<file path="src/rtl/nonce_reporter_pkg.sv">
// Shared miner definitions: nonce width, header byte and serializer states.
// ST_HDR only exists when NONCE_REPORTER_HEADER_EN is defined.
package nonce_reporter_pkg;

  localparam int         NONCE_W  = 64;
  localparam logic [7:0] HDR_BYTE = 8'hA5;

`ifdef NONCE_REPORTER_HEADER_EN
  typedef enum logic [1:0] {
    ST_IDLE = 2'd0,
    ST_HDR  = 2'd1,
    ST_SEND = 2'd2
  } state_e;
`else
  typedef enum logic [1:0] {
    ST_IDLE = 2'd0,
    ST_SEND = 2'd2
  } state_e;
`endif

endpackage

</file>
<file path="src/rtl/nonce_reporter_fifo.sv">
// nonce_fifo: show-ahead FIFO with wrap-bit pointers, flush, and push-on-full
// allowed when a pop happens on the same edge.
module nonce_fifo #(
  parameter int WIDTH = 64,
  parameter int DEPTH = 4
) (
  input  logic                     clk,
  input  logic                     rst,
  input  logic                     push,
  input  logic [WIDTH-1:0]         push_data,
  input  logic                     pop,
  input  logic                     flush,
  output logic [WIDTH-1:0]         pop_data,
  output logic                     full,
  output logic                     empty,
  output logic [$clog2(DEPTH):0]   count
);

  localparam int         AW      = $clog2(DEPTH);
  localparam logic [AW:0] PTR_ONE = {{AW{1'b0}}, 1'b1};

  logic [WIDTH-1:0] mem [DEPTH];
  logic [AW:0]      wr_ptr_q, wr_ptr_d;
  logic [AW:0]      rd_ptr_q, rd_ptr_d;
  logic             do_push, do_pop;

  assign full     = (wr_ptr_q[AW] != rd_ptr_q[AW]) &&
                    (wr_ptr_q[AW-1:0] == rd_ptr_q[AW-1:0]);
  assign empty    = (wr_ptr_q == rd_ptr_q);
  assign count    = wr_ptr_q - rd_ptr_q;
  assign pop_data = mem[rd_ptr_q[AW-1:0]];

  // Flush discards everything, including a push or pop on the same edge.
  always_comb begin
    do_pop   = pop & ~empty & ~flush;
    do_push  = push & (~full | do_pop) & ~flush;
    wr_ptr_d = do_push ? wr_ptr_q + PTR_ONE : wr_ptr_q;
    rd_ptr_d = flush ? wr_ptr_q : (do_pop ? rd_ptr_q + PTR_ONE : rd_ptr_q);
  end

  always_ff @(posedge clk or posedge rst) begin
    if (rst) begin
      wr_ptr_q <= '0;
      rd_ptr_q <= '0;
    end else begin
      wr_ptr_q <= wr_ptr_d;
      rd_ptr_q <= rd_ptr_d;
    end
  end

  always_ff @(posedge clk) begin
    if (do_push) mem[wr_ptr_q[AW-1:0]] <= push_data;
  end

endmodule

</file>
<file path="src/rtl/nonce_reporter.sv">
// Buffers winning nonces and streams each one LSB-first as 8 bytes to a UART.
// Define NONCE_REPORTER_HEADER_EN to precede every word with a 0xA5 byte.
module nonce_reporter
  import nonce_reporter_pkg::*;
#(
  parameter int DEPTH = 4
) (
  input  logic                   clk,
  input  logic                   rst,
  input  logic                   load,
  input  logic [NONCE_W-1:0]     nonce_bus,
  input  logic                   nonce_bus_wr,
  output logic [7:0]             tx_data,
  output logic                   tx_valid,
  input  logic                   tx_ready,
  output logic                   overflow,
  output logic [$clog2(DEPTH):0] fifo_count
);

  state_e               state_q, state_d;
  logic [NONCE_W-1:0]   shreg_q, shreg_d;
  logic [2:0]           byte_cnt_q, byte_cnt_d;
  logic                 overflow_q, overflow_d;
  logic                 fifo_push, fifo_pop, fifo_full, fifo_empty;
  logic [NONCE_W-1:0]   fifo_head;

  nonce_fifo #(.WIDTH(NONCE_W), .DEPTH(DEPTH)) u_fifo (
    .clk       (clk),
    .rst       (rst),
    .push      (fifo_push),
    .push_data (nonce_bus),
    .pop       (fifo_pop),
    .flush     (load),
    .pop_data  (fifo_head),
    .full      (fifo_full),
    .empty     (fifo_empty),
    .count     (fifo_count)
  );

  // A new job discards incoming nonces on the same cycle without flagging overflow.
  assign fifo_push = nonce_bus_wr & ~load;
  assign fifo_pop  = (state_q == ST_IDLE) & ~fifo_empty & ~load;

  always_comb begin
    overflow_d = load ? 1'b0 : (overflow_q | (fifo_push & fifo_full & ~fifo_pop));
  end

  always_comb begin
    state_d    = state_q;
    shreg_d    = shreg_q;
    byte_cnt_d = byte_cnt_q;
    case (state_q)
      ST_IDLE: begin
        if (fifo_pop) begin
          shreg_d    = fifo_head;
          byte_cnt_d = 3'd0;
`ifdef NONCE_REPORTER_HEADER_EN
          state_d    = ST_HDR;
`else
          state_d    = ST_SEND;
`endif
        end
      end
`ifdef NONCE_REPORTER_HEADER_EN
      ST_HDR: begin
        if (tx_ready) state_d = ST_SEND;
      end
`endif
      ST_SEND: begin
        if (tx_ready) begin
          shreg_d    = {8'h00, shreg_q[NONCE_W-1:8]};
          byte_cnt_d = byte_cnt_q + 3'd1;
          if (byte_cnt_q == 3'd7) state_d = ST_IDLE;
        end
      end
      default: state_d = ST_IDLE;
    endcase
  end

  always_ff @(posedge clk or posedge rst) begin
    if (rst) begin
      state_q    <= ST_IDLE;
      shreg_q    <= '0;
      byte_cnt_q <= 3'd0;
      overflow_q <= 1'b0;
    end else begin
      state_q    <= state_d;
      shreg_q    <= shreg_d;
      byte_cnt_q <= byte_cnt_d;
      overflow_q <= overflow_d;
    end
  end

  // Outputs decode registered state only, so they are stable until accepted.
  assign tx_valid = (state_q != ST_IDLE);
`ifdef NONCE_REPORTER_HEADER_EN
  assign tx_data  = (state_q == ST_HDR) ? HDR_BYTE : shreg_q[7:0];
`else
  assign tx_data  = shreg_q[7:0];
`endif
  assign overflow = overflow_q;

endmodule
</file>
<file path="config.mk">
export PLATFORM = sky130hd
export DESIGN_NAME = nonce_reporter
export DESIGN_NICKNAME = d
export VERILOG_FILES = /design/src/rtl/nonce_reporter_pkg.sv /design/src/rtl/nonce_reporter_fifo.sv /design/src/rtl/nonce_reporter.sv
export SDC_FILE = /design/constraint.sdc
export NUM_CORES = 1
export LEC_CHECK = 0
export CORE_MARGIN = 5
export CORE_UTILIZATION = 53
export DETAILED_ROUTE_END_ITERATION = 16
export PLACE_DENSITY = 0.75
export SLEW_MARGIN = 20
export SYNTH_ARGS = -nofsm -noshare
export SYNTH_HDL_FRONTEND = slang
export SYNTH_SLANG_ARGS = --single-unit
</file>
<file path="constraint.sdc">
create_clock -name clk -period 7.1 [get_ports clk]
set_input_delay 0.71 -clock clk [delete_from_list [all_inputs] [get_ports clk]]
set_output_delay 0.71 -clock clk [all_outputs]
set_load 0.05 [all_outputs]
</file>
==> impl_metrics.tcl, run 1 <==
set metrics [dict create \
    status "complete, no violations" \
    gr-total-overflow 0 \
    hold_path.class "flop to flop" \
    critPathLaunch "u_fifo.rd_ptr_q[1]" \
    cp.required_ps 7230 \
    path_class "flop to flop" \
    relSlewSlack 0.287 \
    grt_pass1_vias 6898 \
    fin_skew_ps 15.1 \
    async_reset_ff_frac 0.227 \
    drt_iter0_markers 486 \
    period_needed_ps 4000 \
    cts_resized 0 \
    numPortBuffers 81 \
    synth_fp_nets 720 \
    dp_slack_ps 3030 \
    startpoint_type "flop" \
    synth_top_area_frac 0.590 \
    initial_utilization 0.538 \
    fin_hold_ws_ps 482 \
    max-vdd-ir-drop_mv 0.212 \
    syn_area_sq_mm 0.0130 \
    hold_viol 0 \
    r2r_slack_ps 3100 \
    num_vias 6287 \
    syn_area_per_cell_sq_um 20.3 \
    critPathCaptureType "flop" \
    insertion_delay_ps 510 \
    rsz0062_at_grt "no" \
    setup_viol 0 \
    path_max_fanout 68 \
    yosys.area.top_type "edfxtp_1" \
    grt_pass1_wl_um 39500 \
    clockBufferDepth 3 \
    totalWireLength_um 25100 \
    final_common_cell "edfxtp_1" \
    wl_per_cell_um 23.3 \
    slew_viol_final 0 \
    die_height_um 167 \
    setup_tns_ps 0 \
    yosysWarnings 0 \
    detail-route-antenna-nets 0 \
    rr_endpoint "u_fifo.mem[0][57]" \
    ys_seq_area_frac 0.734 \
    synth_cell_types 46 \
    dp_hpwl_um 15000 \
    final.setup.worst_slack_ps 3100 \
    die_w_um 167 \
    grt_max_degree 76 \
    synth.area.top_cells "edfxtp_1 59%, dfrtp_1 14%, mux4_2 9.7%" \
    antenna_found_initial 0 \
    path_clk_slew_ps 60 \
    root_buffer "clkbuf_16" \
    mostFrequentLayoutCells "256 x edfxtp_1, 81 x clkdlybuf4s50_1, 73 x dfrtp_1" \
    die_area_sq_mm 0.0278 \
    grt_util_all_layers 0.182 \
    firstDrtPassIters 5 \
    powerDensity_mw_per_mm2 413 \
    ys_ff_latch 331 \
    drc 0 \
    viasPerCell 5.84 \
    area_delta_synth_final_pct 16.8 \
    cts_tree "built" \
    synth_edf_count 256 \
    endpoint "u_fifo.mem[0][57]" \
    nets 805 \
    ctsHoldBuffers 0 \
    rows 57 \
    ff2ff_path_depth 7 \
    synth_ff_type "edfxtp_1" \
    postCtsSetupBuffers 0 \
    cts_num_sinks 331 \
    drive_above_1_share 0.324 \
    fmax_ghz 0.250 \
    num_io_pins 82 \
    post-route-period-util 0.564 \
    htreeDepth 2 \
    rr_startpoint "u_fifo.rd_ptr_q[1]" \
    p_leak_nw 5.31 \
    coreArea_sq_mm 0.0242 \
    gp_congestion 0.716 \
    tightest_slew_ps 1070 \
    synth_cells 641 \
    arrival_ps 4140 \
    drv_cap 0 \
    antenna_cells 0 \
    numCtsBuffers 34 \
]
==> stage by stage <==
stage               power, W  utilization  std cells  instance area [sq um]
floorplan            0.00412            -        641                  13000
global placement     0.00453        0.581       1014                  14100
detailed placement   0.00461        0.581       1014                  14100
CTS                  0.00635        0.628       1076                  15200
global route         0.00660        0.628       1076                  15200
finish               0.00629        0.628       1076                  15200
==> sequential cells by signal, summed over array words and instances, names as in the netlist <==
name	cells
byte_cnt_q	3
overflow	1
u_fifo.wr_ptr_q	3
state_q	1
u_fifo.mem	256
shreg_q	64
u_fifo.rd_ptr_q	3
==> cell families after synthesis <==
kind of cell / share of synthesized area
mux: 0.156
buf+inv: 0.0256
compound gates: 0.0418
xor+xnor: 0.00394
simple gates: 0.0289
flops: 0.734
fa+ha+maj: 0.0102
==> where the power goes <==
| group | total, W | internal, W | switching, W | leakage (nW) |
|---|---|---|---|---|
| logic | 0.00183 | 0.000884 | 0.000949 | 1.57 |
| clock network | 0.00174 | 0.00104 | 0.000699 | 0.551 |
| registers | 0.00272 | 0.00250 | 0.000220 | 3.19 |
| total | 0.00629 | 0.00442 | 0.00187 | 5.31 |
==> cell type report <==
| cell class | count | area (sq um) |
|---|---|---|
| Fill cell | 1666 | 9020 |
| Tap cell | 324 | 405 |
| Clock inverter | 13 | 96.3 |
| Sequential cell | 331 | 9570 |
| Clock buffer | 49 | 1020 |
| Multi-Input combinational cell | 250 | 3170 |
| Inverter | 18 | 67.6 |
| Timing Repair Buffer | 91 | 893 |
==> worst max-delay path: stages (launching register included) <==
cell and delay (ps):
dfrtp_2 330, buf_4 730, inv_1 170, ha_1 370
and2_0 270, a31oi_1 450, and2_2 590, buf_4 640
==> synthesized netlist by cell type (2+ instances only) <==
master    count
inv_1        18
and3_1        2
o221a_2      35
mux4_2       56
edfxtp_1    256
mux2i_1       9
mux2_2       42
a31o_2        2
or2_2        36
buf_1         3
nand2_1      16
clkbuf_1     12
ha_1          9
nor2_1        2
dfrtp_1      75
o211ai_1      2
buf_4        11
nand2b_1      2
buf_2         9
a21o_1        2
xnor2_1       3
buf_6         6
and2_1        3
mux4_1        8
==> per-layer routing <==
| layer | track usage | vias up | wire length, um |
|---|---|---|---|
| met3 | 0.0341 | 45 | 1230 |
| li1 | - | 2749 | - |
| met1 | 0.242 | 3302 | 10100 |
| met5 | 0 | - | 0 |
| met2 | 0.310 | 191 | 13100 |
| met4 | 0.0555 | 0 | 611 |
==> worst min path at each step <==
stage	end	start	cells after the start	slack, ps
after floorplan	byte_cnt_q[0]	byte_cnt_q[0]	1	460
after global placement	byte_cnt_q[0]	byte_cnt_q[0]	1	470
after detailed placement	byte_cnt_q[0]	byte_cnt_q[0]	1	480
after CTS	byte_cnt_q[0]	byte_cnt_q[0]	1	490
after global routing	byte_cnt_q[0]	byte_cnt_q[0]	1	510
final	byte_cnt_q[0]	byte_cnt_q[0]	1	480
Note: power is estimated with default switching activity, not from simulation.
==> inputs of run 2 (changes only) <==
--- a/config.mk
+++ b/config.mk
@@ -6,9 +6,9 @@
 export NUM_CORES = 1
 export LEC_CHECK = 0
 export CORE_MARGIN = 5
-export CORE_UTILIZATION = 53
+export CORE_UTILIZATION = 59
 export DETAILED_ROUTE_END_ITERATION = 16
-export PLACE_DENSITY = 0.75
+export PLACE_DENSITY = 0.79
 export SLEW_MARGIN = 20
 export SYNTH_ARGS = -nofsm -noshare
 export SYNTH_HDL_FRONTEND = slang
==> constraint.sdc (replaced) <==
create_clock -name clk -period 4.05 [get_ports clk]
set_input_delay 0.405 -clock clk [delete_from_list [all_inputs] [get_ports clk]]
set_output_delay 0.405 -clock clk [all_outputs]
set_load 0.05 [all_outputs]
==> run 2 against run 1 <==
  * Global-route usage increased by 3.4 points
  * Register-to-register slack got worse by 2000 ps
  * Die area down 9.6%
  * Non-clock buffer count grew 4
  * Critical path type is now flop to output port
  * Critical endpoint is now fifo_count[2]
==> impl_metrics.tcl, run 2 (synthesis results as in run 1) <==
set metrics [dict create \
    status "complete, no violations" \
    cp_slowest_cell "clkdlybuf4s50_1" \
    p_leak_nw 5.39 \
    root_buffer "clkbuf_16" \
    coreArea_sq_mm 0.0218 \
    mostFrequentLayoutCells "256 x edfxtp_1, 81 x clkdlybuf4s50_1, 73 x dfrtp_1" \
    post-route-period-util 0.783 \
    gp_congestion 0.768 \
    viasPerCell 6.21 \
    htreeDepth 2 \
    cts_num_sinks 331 \
    num_vias 6426 \
    grt_util_all_layers 0.216 \
    postCtsSetupBuffers 0 \
    fin_skew_ps 9.50 \
    grt_max_degree 67 \
    path_max_fanout 5 \
    wl_per_cell_um 25.4 \
    cts_resized 0 \
    drive_above_1_share 0.327 \
    tightest_slew_ps 1000 \
    total_power_w 0.0115 \
    dp.cells 974 \
    cp.required_ps 3640 \
    die_height_um 159 \
    r2r_slack_ps 1070 \
    hold_viol 0 \
    dp_hpwl_um 15300 \
    die_area_sq_mm 0.0252 \
    totalWireLength_um 26300 \
    drt_iter0_markers 619 \
    numPortBuffers 81 \
    period_needed_ps 3170 \
    worst_path_dominant_cell_family "buffers and inverters" \
    dp_slack_ps 1020 \
    drc 0 \
    drv_cap 0 \
    clockBufferDepth 3 \
    relSlewSlack 0.331 \
    path_clk_slew_ps 70 \
    slowest_delay_ps 880 \
    path_class "flop to output port" \
    antenna_found_initial 0 \
    rr_startpoint "u_fifo.wr_ptr_q[0]" \
    setup_tns_ps 0 \
    die_w_um 159 \
    area_delta_synth_final_pct 17.7 \
    ctsHoldBuffers 0 \
    largest_reg_flops 256 \
    rows 54 \
    rsz0062_at_grt "no" \
    firstDrtPassIters 5 \
    gr-total-overflow 0 \
    cts_tree "built" \
    arrival_ps 2770 \
    setup_viol 0 \
    rr_endpoint "u_fifo.mem[2][36]" \
    powerDensity_mw_per_mm2 747 \
    detail-route-antenna-nets 0 \
    grt_pass1_vias 6838 \
    numCtsBuffers 34 \
    path_buf_inv 2 \
    fmax_ghz 0.315 \
    insertion_delay_ps 500 \
    hold_path.class "primary input to async pin" \
    initial_utilization 0.597 \
    num_io_pins 82 \
    antenna_cells 0 \
    critPathCaptureType "output port" \
    ff2ff_path_depth 6 \
    crit_chain "inv_1 > ha_1 > fa_1 > xnor2_1 > clkdlybuf4s50_1" \
    final_cells 1035 \
    grt_pass1_wl_um 40400 \
    final_common_cell "edfxtp_1" \
    nets 809 \
    slew_viol_final 0 \
    final.setup.worst_slack_ps 877 \
    critPathLaunch "u_fifo.wr_ptr_q[0]" \
    multi_input_area_sq_mm 0.00317 \
    n_fill_cell 1272 \
    startpoint_type "flop" \
    seqCellArea_sq_mm 0.00957 \
    max-vdd-ir-drop_mv 0.464 \
]
-- run 2: worst max-delay path by stage --
stage | slack (ps) | to | cells past startpoint
2_1_floorplan | 250 | u_fifo.mem[2][0] | 7
3_3_place_gp | 1110 | u_fifo.mem[1][4] | 5
3_5_place_dp | 1020 | u_fifo.mem[0][30] | 5
4_1_cts | 880 | fifo_count[2] | 5
5_1_grt | 820 | fifo_count[2] | 5
6_report | 880 | fifo_count[2] | 5
-- run 2: stage by stage --
step                cell area, sq um  hold WS (ps)   util
detailed placement             14100           493  0.647
global route                   15400           497  0.703
finish                         15400           414  0.703
floorplan                      13100           457      -
CTS                            15400           456  0.703
global placement               14100           466  0.647
-- run 2: final cells by class --
| class | count | area share |
|---|---|---|
| Sequential cell | 331 | 0.623 |
| Multi-Input combinational cell | 250 | 0.207 |
| Inverter | 18 | 0.00440 |
| Tap cell | 280 | 0.0228 |
| Timing Repair Buffer | 95 | 0.0629 |
| Clock inverter | 10 | 0.0135 |
| Clock buffer | 51 | 0.0663 |
-- run 2: where the power goes --
| group | switching (W) | internal, W | leakage [nW] | total [W] |
|---|---|---|---|---|
| combinational | 0.00178 | 0.00159 | 1.60 | 0.00337 |
| clock | 0.00123 | 0.00213 | 0.597 | 0.00335 |
| sequential | 0.000364 | 0.00438 | 3.19 | 0.00474 |
| total | 0.00337 | 0.00809 | 5.39 | 0.0115 |
-- run 2: per-layer routing --
metal,vias up,GRT usage,wire (um)
met5,-,0,0
met1,3374,0.295,10500
met3,51,0.0367,1500
met2,242,0.367,13700
li1,2759,-,-
met4,0,0.0617,637
